### src/rtl/mon_date_set.sv
// mon_date_set: button edge detect, RUN/SET_MON/SET_DATE FSM, month/date calendar with BCD outputs
module mon_date_set #(
  parameter int FEB_DAYS = 28
) (
  input  logic       clk,
  input  logic       rst,
  input  logic       pb_mode_deb,
  input  logic       pb_inc_deb,
  input  logic       day_tick,
  output logic [3:0] month,
  output logic [4:0] date,
  output logic [7:0] month_bcd,
  output logic [7:0] date_bcd,
  output logic [1:0] set_mode
);
  typedef enum logic [1:0] {RUN = 2'b00, SET_MON = 2'b01, SET_DATE = 2'b10} state_t;
  state_t     state_q, state_d;
  logic [3:0] month_q, month_d;
  logic [4:0] date_q, date_d;
  logic       mode_prev_q, inc_prev_q, mode_pulse_q, inc_pulse_q;
  logic [3:0] nxt_m;
  function automatic logic [4:0] max_d(input logic [3:0] m);
    return (m == 4'd4 || m == 4'd6 || m == 4'd9 || m == 4'd11) ? 5'd30 :
           (m == 4'd2) ? 5'(FEB_DAYS) : 5'd31;
  endfunction
  function automatic logic [7:0] bcd(input logic [4:0] v);
    logic [3:0] t;
    t = (v >= 5'd30) ? 4'd3 : (v >= 5'd20) ? 4'd2 : (v >= 5'd10) ? 4'd1 : 4'd0;
    return {t, 4'(v - 5'(t) * 5'd10)};
  endfunction
  assign nxt_m = (month_q == 4'd12) ? 4'd1 : month_q + 4'd1;
  always_comb begin
    state_d = state_q;
    month_d = month_q;
    date_d  = date_q;
    case (state_q)
      RUN: begin
        if (day_tick) begin
          date_d  = (date_q < max_d(month_q)) ? date_q + 5'd1 : 5'd1;
          month_d = (date_q < max_d(month_q)) ? month_q : nxt_m;
        end
        if (mode_pulse_q) state_d = SET_MON;
      end
      SET_MON: begin
        if (mode_pulse_q) state_d = SET_DATE;
        else if (inc_pulse_q) begin
          month_d = nxt_m;
          date_d  = (date_q > max_d(nxt_m)) ? max_d(nxt_m) : date_q;
        end
      end
      SET_DATE: begin
        if (mode_pulse_q) state_d = RUN;
        else if (inc_pulse_q) date_d = (date_q < max_d(month_q)) ? date_q + 5'd1 : 5'd1;
      end
      default: state_d = RUN;
    endcase
  end
  always_ff @(posedge clk or posedge rst) begin
    if (rst) begin
      state_q      <= RUN;
      month_q      <= 4'd1;
      date_q       <= 5'd1;
      mode_prev_q  <= 1'b0;
      inc_prev_q   <= 1'b0;
      mode_pulse_q <= 1'b0;
      inc_pulse_q  <= 1'b0;
    end else begin
      state_q      <= state_d;
      month_q      <= month_d;
      date_q       <= date_d;
      mode_prev_q  <= pb_mode_deb;
      inc_prev_q   <= pb_inc_deb;
      mode_pulse_q <= pb_mode_deb & ~mode_prev_q;
      inc_pulse_q  <= pb_inc_deb & ~inc_prev_q;
    end
  end
  assign month     = month_q;
  assign date      = date_q;
  assign set_mode  = state_q;
  assign month_bcd = bcd({1'b0, month_q});
  assign date_bcd  = bcd(date_q);
endmodule
### config.mk
export PLATFORM = sky130hd
export DESIGN_NAME = mon_date_set
export DESIGN_NICKNAME = d
export VERILOG_FILES = /design/src/rtl/mon_date_set.sv
export SDC_FILE = /design/constraint.sdc
export NUM_CORES = 1
export LEC_CHECK = 0
export ABC_AREA = 0
export BUFFER_PORTS_ARGS = -buffer_cell sky130_fd_sc_hd__clkbuf_2
export CORE_MARGIN = 4
export CORE_UTILIZATION = 59
export CTS_BUF_LIST = sky130_fd_sc_hd__clkbuf_4
export CTS_CLUSTER_SIZE = 10
export DETAILED_ROUTE_END_ITERATION = 10
export MAX_ROUTING_LAYER = met4
export PLACE_DENSITY = 0.88
export SLEW_MARGIN = 20
export SYNTH_ARGS = -nofsm -noshare
export SYNTH_HDL_FRONTEND = slang
export SYNTH_SLANG_ARGS = --single-unit
### constraint.sdc
create_clock -name clk -period 7.24 [get_ports clk]
set_input_delay 1.086 -clock clk [delete_from_list [all_inputs] [get_ports clk]]
set_output_delay 1.086 -clock clk [all_outputs]
set_load 0.005 [all_outputs]
== After elaboration in Yosys (flattened, before gate mapping) ==
Cells that the tools add are included.

* Register bits: 15
* Latch bits: 0
* Memory bits (writable): 0
* ROM bits: 0
* Output and inout bits: 27
* Logic and storage cells: 88
* Memories: 0

* $add $sub $neg: 4
* Multiply operators: 2
* Divide/modulo/power cells: 0
* $lt $le $gt $ge: 8
* Equal/unequal tests: 23
* Shift operators: 0
* Multiplexer cells: 28
* Bitwise logic cells: 4
* Reduce and logical (&&, ||, !) cells: 12

{| class="wikitable"
|+ Operator list
! operator !! count
|-
| 5-bit 2-to-1 mux || 7
|-
| 2-bit 2-to-1 mux || 11
|-
| 4-bit equality test, second input constant || 5
|-
| 4-bit 2-to-1 mux || 5
|-
| 2-bit inequality test, second input constant || 10
|-
| 4-bit by 3-bit equality test with 1-bit output, second input constant || 4
|-
| 5-bit case mux with 3 select lines || 1
|-
| 4-bit by 5-bit >= comparator with 1-bit output, second input constant || 2
|-
| 5-bit >= comparator, second input constant || 2
|-
| 4-bit by 2-bit equality test with 1-bit output, second input constant || 2
|-
| 4-bit case mux with 2 select lines || 1
|-
| 4-bit subtractor || 2
|-
| 7-bit AND reduction || 1
|-
| 1-bit logical OR || 6
|-
| 2-bit by 3-bit multiplier with 3-bit output, second input constant || 2
|-
| 2-bit case mux with 3 select lines || 1
|-
| 5-bit by 1-bit adder with 5-bit output, second input constant || 1
|-
| 5-bit by 4-bit >= comparator with 1-bit output, second input constant || 1
|-
| 5-bit greater-than comparator || 1
|-
| 5-bit less-than comparator || 1
|-
| 5-bit AND reduction || 1
|-
| 4-bit by 1-bit adder with 4-bit output, second input constant || 1
|-
| 4-bit >= comparator, second input constant || 1
|-
| 3-bit AND reduction || 1
|-
| 8 further kinds || 11
|}

== Logic depth before layout (Yosys ltp) ==
* Depth in word-level cells: 12
* Depth in mapped cells: 12
* Gate-level depth less buffers: 11

== Worst setup path after synthesis ==
Ideal clock, no wire load.

* Kind: reg-to-output
* Start: reg date_q[0], in the netlist date[0]
* End: out date_bcd[3]
* Data arrival time: 2,002 ps
* Data required time: 6,154 ps
* Slack: 4,152 ps
* Stages on the path, launching flop included: 11
* Buffers on the path: 0
* Cell sequence: dfstp_2 -> inv_1 -> ha_1 -> o21ai_0 -> a221oi_1 -> a31o_2 -> ha_1 -> inv_1 -> fa_1 -> xor2_1 -> xnor2_1

* Longest elaborated chain between the ends: 6

{| class="wikitable"
|+ RTL lines
! item !! line !! text
|-
| start: declaration || 19 || <nowiki>logic [4:0] date_q, date_d;</nowiki>
|-
| start signal: assignment || 70 || <nowiki>date_q <= date_d;</nowiki>
|-
| 5-bit by 4-bit >= comparator with 1-bit output || 28 || <nowiki>t = (v >= 5'd30) ? 4'd3 : (v >= 5'd20) ? 4'd2 : (v >= 5'd10) ? 4'd1 : 4'd0;</nowiki>
|-
| 1-bit 2-to-1 mux || 28 ||
|-
| 2-bit 2-to-1 mux || 28 ||
|-
| 2-bit 2-to-1 mux * || 28 ||
|-
| net date_bcd[4] || 13 || <nowiki>output logic [7:0] date_bcd,</nowiki>
|-
| 2-bit by 3-bit multiplier with 3-bit output * || 29 || <nowiki>return {t, 4'(v - 5'(t) * 5'd10)};</nowiki>
|-
| 4-bit subtractor * || 29 ||
|-
| end: declaration || 13 ||
|}

The timed path passes the listed nets; every way through them passes the cells marked *.

== Final worst setup path ==
* Start: reg date_q[1], in the netlist date[1]
* End: out date_bcd[3]

* Longest elaborated chain between the ends: 6

{| class="wikitable"
|+ RTL lines
! item !! line
|-
| 5-bit by 4-bit >= comparator with 1-bit output || 28
|-
| 1-bit 2-to-1 mux || 28
|-
| 2-bit 2-to-1 mux (2 in series) || 28
|-
| 2-bit by 3-bit multiplier with 3-bit output || 29
|-
| 4-bit subtractor * || 29
|}

Mark *: on every way between the ends. The rest lies on a longest branch, timed or not.

==> impl_metrics.py <==
metrics = {
    "critical_path": {
        "worstPathRequired_ns": 6.15,
        "worst_setup_path_end_kind": "output pin",
        "path_class": "flip-flop to output pin",
        "worstRegToRegCells": 11,
        "reg2reg_slack_ns": 4.18,
        "r2r_start": "month[1]",
        "cp-start-kind": "flip-flop",
        "path_max_fanout": 9,
        "rr_endpoint": "date[4]",
        "cp.arrival_ns": 2.55,
    },
    "die": {
        "die_area_sq_um": 2880,
        "pin_count": 32,
        "placementRows": 16,
        "coreArea_sq_um": 1960,
        "die_x_um": 53.7,
        "start_util_pct": 62.7,
        "die_h_um": 53.7,
    },
    "clock_network": {
        "path_clk_slew_ns": 0.09,
        "cts_setup_buffers": 0,
        "cts_tree": "yes",
        "cts-buffers-inserted": 3,
        "ctsHoldBuffers": 0,
        "ctsRootBufferMaster": "clkbuf_4",
        "htree_levels": 1,
        "cts_buffer_depth": 2,
        "cts_resized": 0,
        "numClockSinks": 15,
        "clock_latency_ns": 0.28,
    },
    "finish": {
        "num-nets-final": 182,
        "multi_input_area_sq_um": 741,
        "area.growth.synth_to_final_pct": 11.9,
        "seq_area_sq_um": 378,
        "drive_above_1_share_pct": 24.4,
        "n_antenna_cell": 0,
        "fillers": 165,
    },
    "timing": {
        "hold_slack_ns": 0.403,
        "drv_slew": 0,
        "finalCritPeriodShare_pct": 50.2,
        "setup_viol": 0,
        "fmax_mhz": 275,
        "tns_ns": 0,
        "finalHoldViolCount": 0,
        "finalCriticalPeriod_ns": 3.63,
        "slew_headroom_pct": 62.6,
        "rsz0062_at_grt": "no",
        "tightest_slew_ns": 0.560,
        "fin_worst_skew_ns": 0.000406,
    },
    "placed_design": {
        "place_congestion": 0.939,
        "port_buffers": 26,
        "hpwlAfterDp_mm": 1.98,
    },
    "logic_synthesis": {
        "synth_cells": 135,
        "ys_warn_count": 0,
        "netlist_area_sq_um": 1230,
        "ys_seq_area_share_pct": 30.7,
        "async_flop_share_pct": 100,
        "ys.flop_type": "dfrtp_1",
        "synth_cell_types": 38,
        "synthTopCellsByArea": "dfrtp_1, ha_1, inv_1",
        "avgSynthCellArea_sq_um": 9.11,
        "synth_top_cell_area_share_pct": 26.4,
        "synth-seq-cells": 15,
        "synth_edf_count": 0,
        "yosys.area.top_type": "dfrtp_1",
    },
    "outcome": {
        "outcome": "completed",
    },
    "power": {
        "intPower_uw": 366,
        "finalPower_uw": 716,
        "powerDensity_nw_per_um2": 520,
        "power_frac_comb_pct": 67.4,
        "clockPowerShare_pct": 6.9,
        "p_leak_uw": 0.000705,
        "seq_power_share_pct": 25.8,
        "p_sw_uw": 350,
        "vdd_drop_max_v": 0.000286,
        "switching_share_pct": 48.9,
    },
    "global_route": {
        "grt_usage_pct": 18.9,
        "antenna_found_initial": 0,
        "grt_pass1_vias": 910,
        "grt.overflow.total": 0,
        "grt_pass1_wl_mm": 3.95,
        "grt_start_max_net_pins": 16,
    },
    "hold_path": {
        "hold_path_startpoint": "mode_prev_q",
        "whs_path_depth": 1,
        "min_to": "mode_pulse_q",
        "hold_path.class": "flip-flop to flip-flop",
    },
    "drt": {
        "firstDrtPassIters": 4,
        "num_vias": 1003,
        "drtIter0Drc": 18,
        "viasPerCell": 5.36,
        "drc": 0,
        "ant_nets": 0,
        "wl_per_cell_um": 13.0,
        "wl_mm": 2.44,
    },
    "job": {
        "maxCapViolations": 0,
    },
}
## how the worst max path moves through the flow
stage	startpoint	to	slack, ns	cells past startpoint
after floorplan	date[0]	date_bcd[3]	4.15	10
final	date[1]	date_bcd[3]	3.61	10
after detailed placement	date[0]	date_bcd[3]	3.89	11
after CTS	date[0]	date_bcd[3]	3.58	11
after global routing	date[1]	date_bcd[3]	3.37	10
after global placement	date[0]	date_bcd[3]	4.02	11
## cell type report
class                           instances  area share [%]
Clock buffer                            3            1.64
Clock inverter                          1           0.545
Inverter                               17            4.64
Multi-Input combinational cell         98            53.8
Sequential cell                        15            27.5
Tap cell                               27            2.45
Timing Repair Buffer                   26            9.45
## registers in the layout (all words and copies together), names as in the netlist
| name | count |
|---|---|
| inc_pulse_q | 1 |
| mode_pulse_q | 1 |
| month | 4 |
| date | 5 |
| mode_prev_q | 1 |
| set_mode | 2 |
| inc_prev_q | 1 |
## metrics by stage
stage	util [%]	setup WS [ns]	cell area, sq um	cells
4_1_cts	70.2	3.58	1380	187
2_1_floorplan	-	4.15	1240	139
6_report	70.2	3.61	1380	187
5_1_grt	70.2	3.37	1380	187
3_3_place_gp	68.6	4.02	1350	183
3_5_place_dp	68.6	3.89	1350	183
## routing by layer
layer | vias to the layer above | GRT usage, % | wire length (um)
li1 | 503 | - | -
met1 | 463 | 24.0 | 1130
met2 | 33 | 30.6 | 1150
met3 | 4 | 4.16 | 131
met4 | 0 | 4.26 | 27
met5 | - | - | 0
## layout by cell type (no fill, tap or decap), types with 2 or more instances in the layout
cell | netlist | layout
dfstp_2 | 2 | 2
a31o_2 | 2 | 2
mux2i_1 | 5 | 5
nor2b_1 | 6 | 6
o22ai_1 | 3 | 3
ha_1 | 15 | 15
o21ai_0 | 3 | 3
inv_1 | 17 | 17
nand3_1 | 3 | 3
clkbuf_2 | 0 | 26
nand2b_1 | 2 | 2
a21oi_1 | 10 | 10
clkbuf_4 | 0 | 3
conb_1 | 1 | 5
dfrtp_1 | 13 | 13
nand2_1 | 7 | 7
xnor2_1 | 3 | 3
nor2_1 | 10 | 10
and3_1 | 3 | 3
o21ai_1 | 3 | 3
## cell usage after synthesis (all sizes together) (2+ instances only)
cell / instances
inv: 17
mux2i: 5
ha: 15
xnor2: 3
nor2: 10
nand2: 7
buf: 9
o21ai: 6
nand2b: 2
a21oi: 11
nand3: 3
o22ai: 3
and3: 3
dfrtp: 13
nor2b: 6
a31o: 2
dfstp: 2
## logic make-up after synthesis
group | count (synthesis) | share of synthesized area, %
AND/OR/NAND/NOR | 35 | 15.2
AO/OA/AOI/OAI | 32 | 18.5
buffers and inverters | 26 | 10.3
adder cells (fa/ha/maj) | 16 | 16.9
flip-flops | 15 | 30.7
multiplexers | 6 | 5.29
XOR/XNOR | 4 | 2.85
other | 1 | 0.305
## worst max-delay path, cell delays in order (launching register included)
cell      delay, ns
dfrtp_1        0.52
ha_1           0.20
o21ai_0        0.08
a221oi_1       0.25
a31o_2         0.19
ha_1           0.16
inv_1          0.05
fa_1           0.37
xor2_1         0.18
xnor2_1        0.13
clkbuf_2       0.13
## power groups by stage
stage	registers (uW)	clock network, uW	logic (uW)
floorplan	171	0	340
CTS	183	50.5	487
global route	194	53.5	545
global placement	181	0	461
finish	185	49.1	482
detailed placement	185	0	485
(Power assumes the default switching activity.)
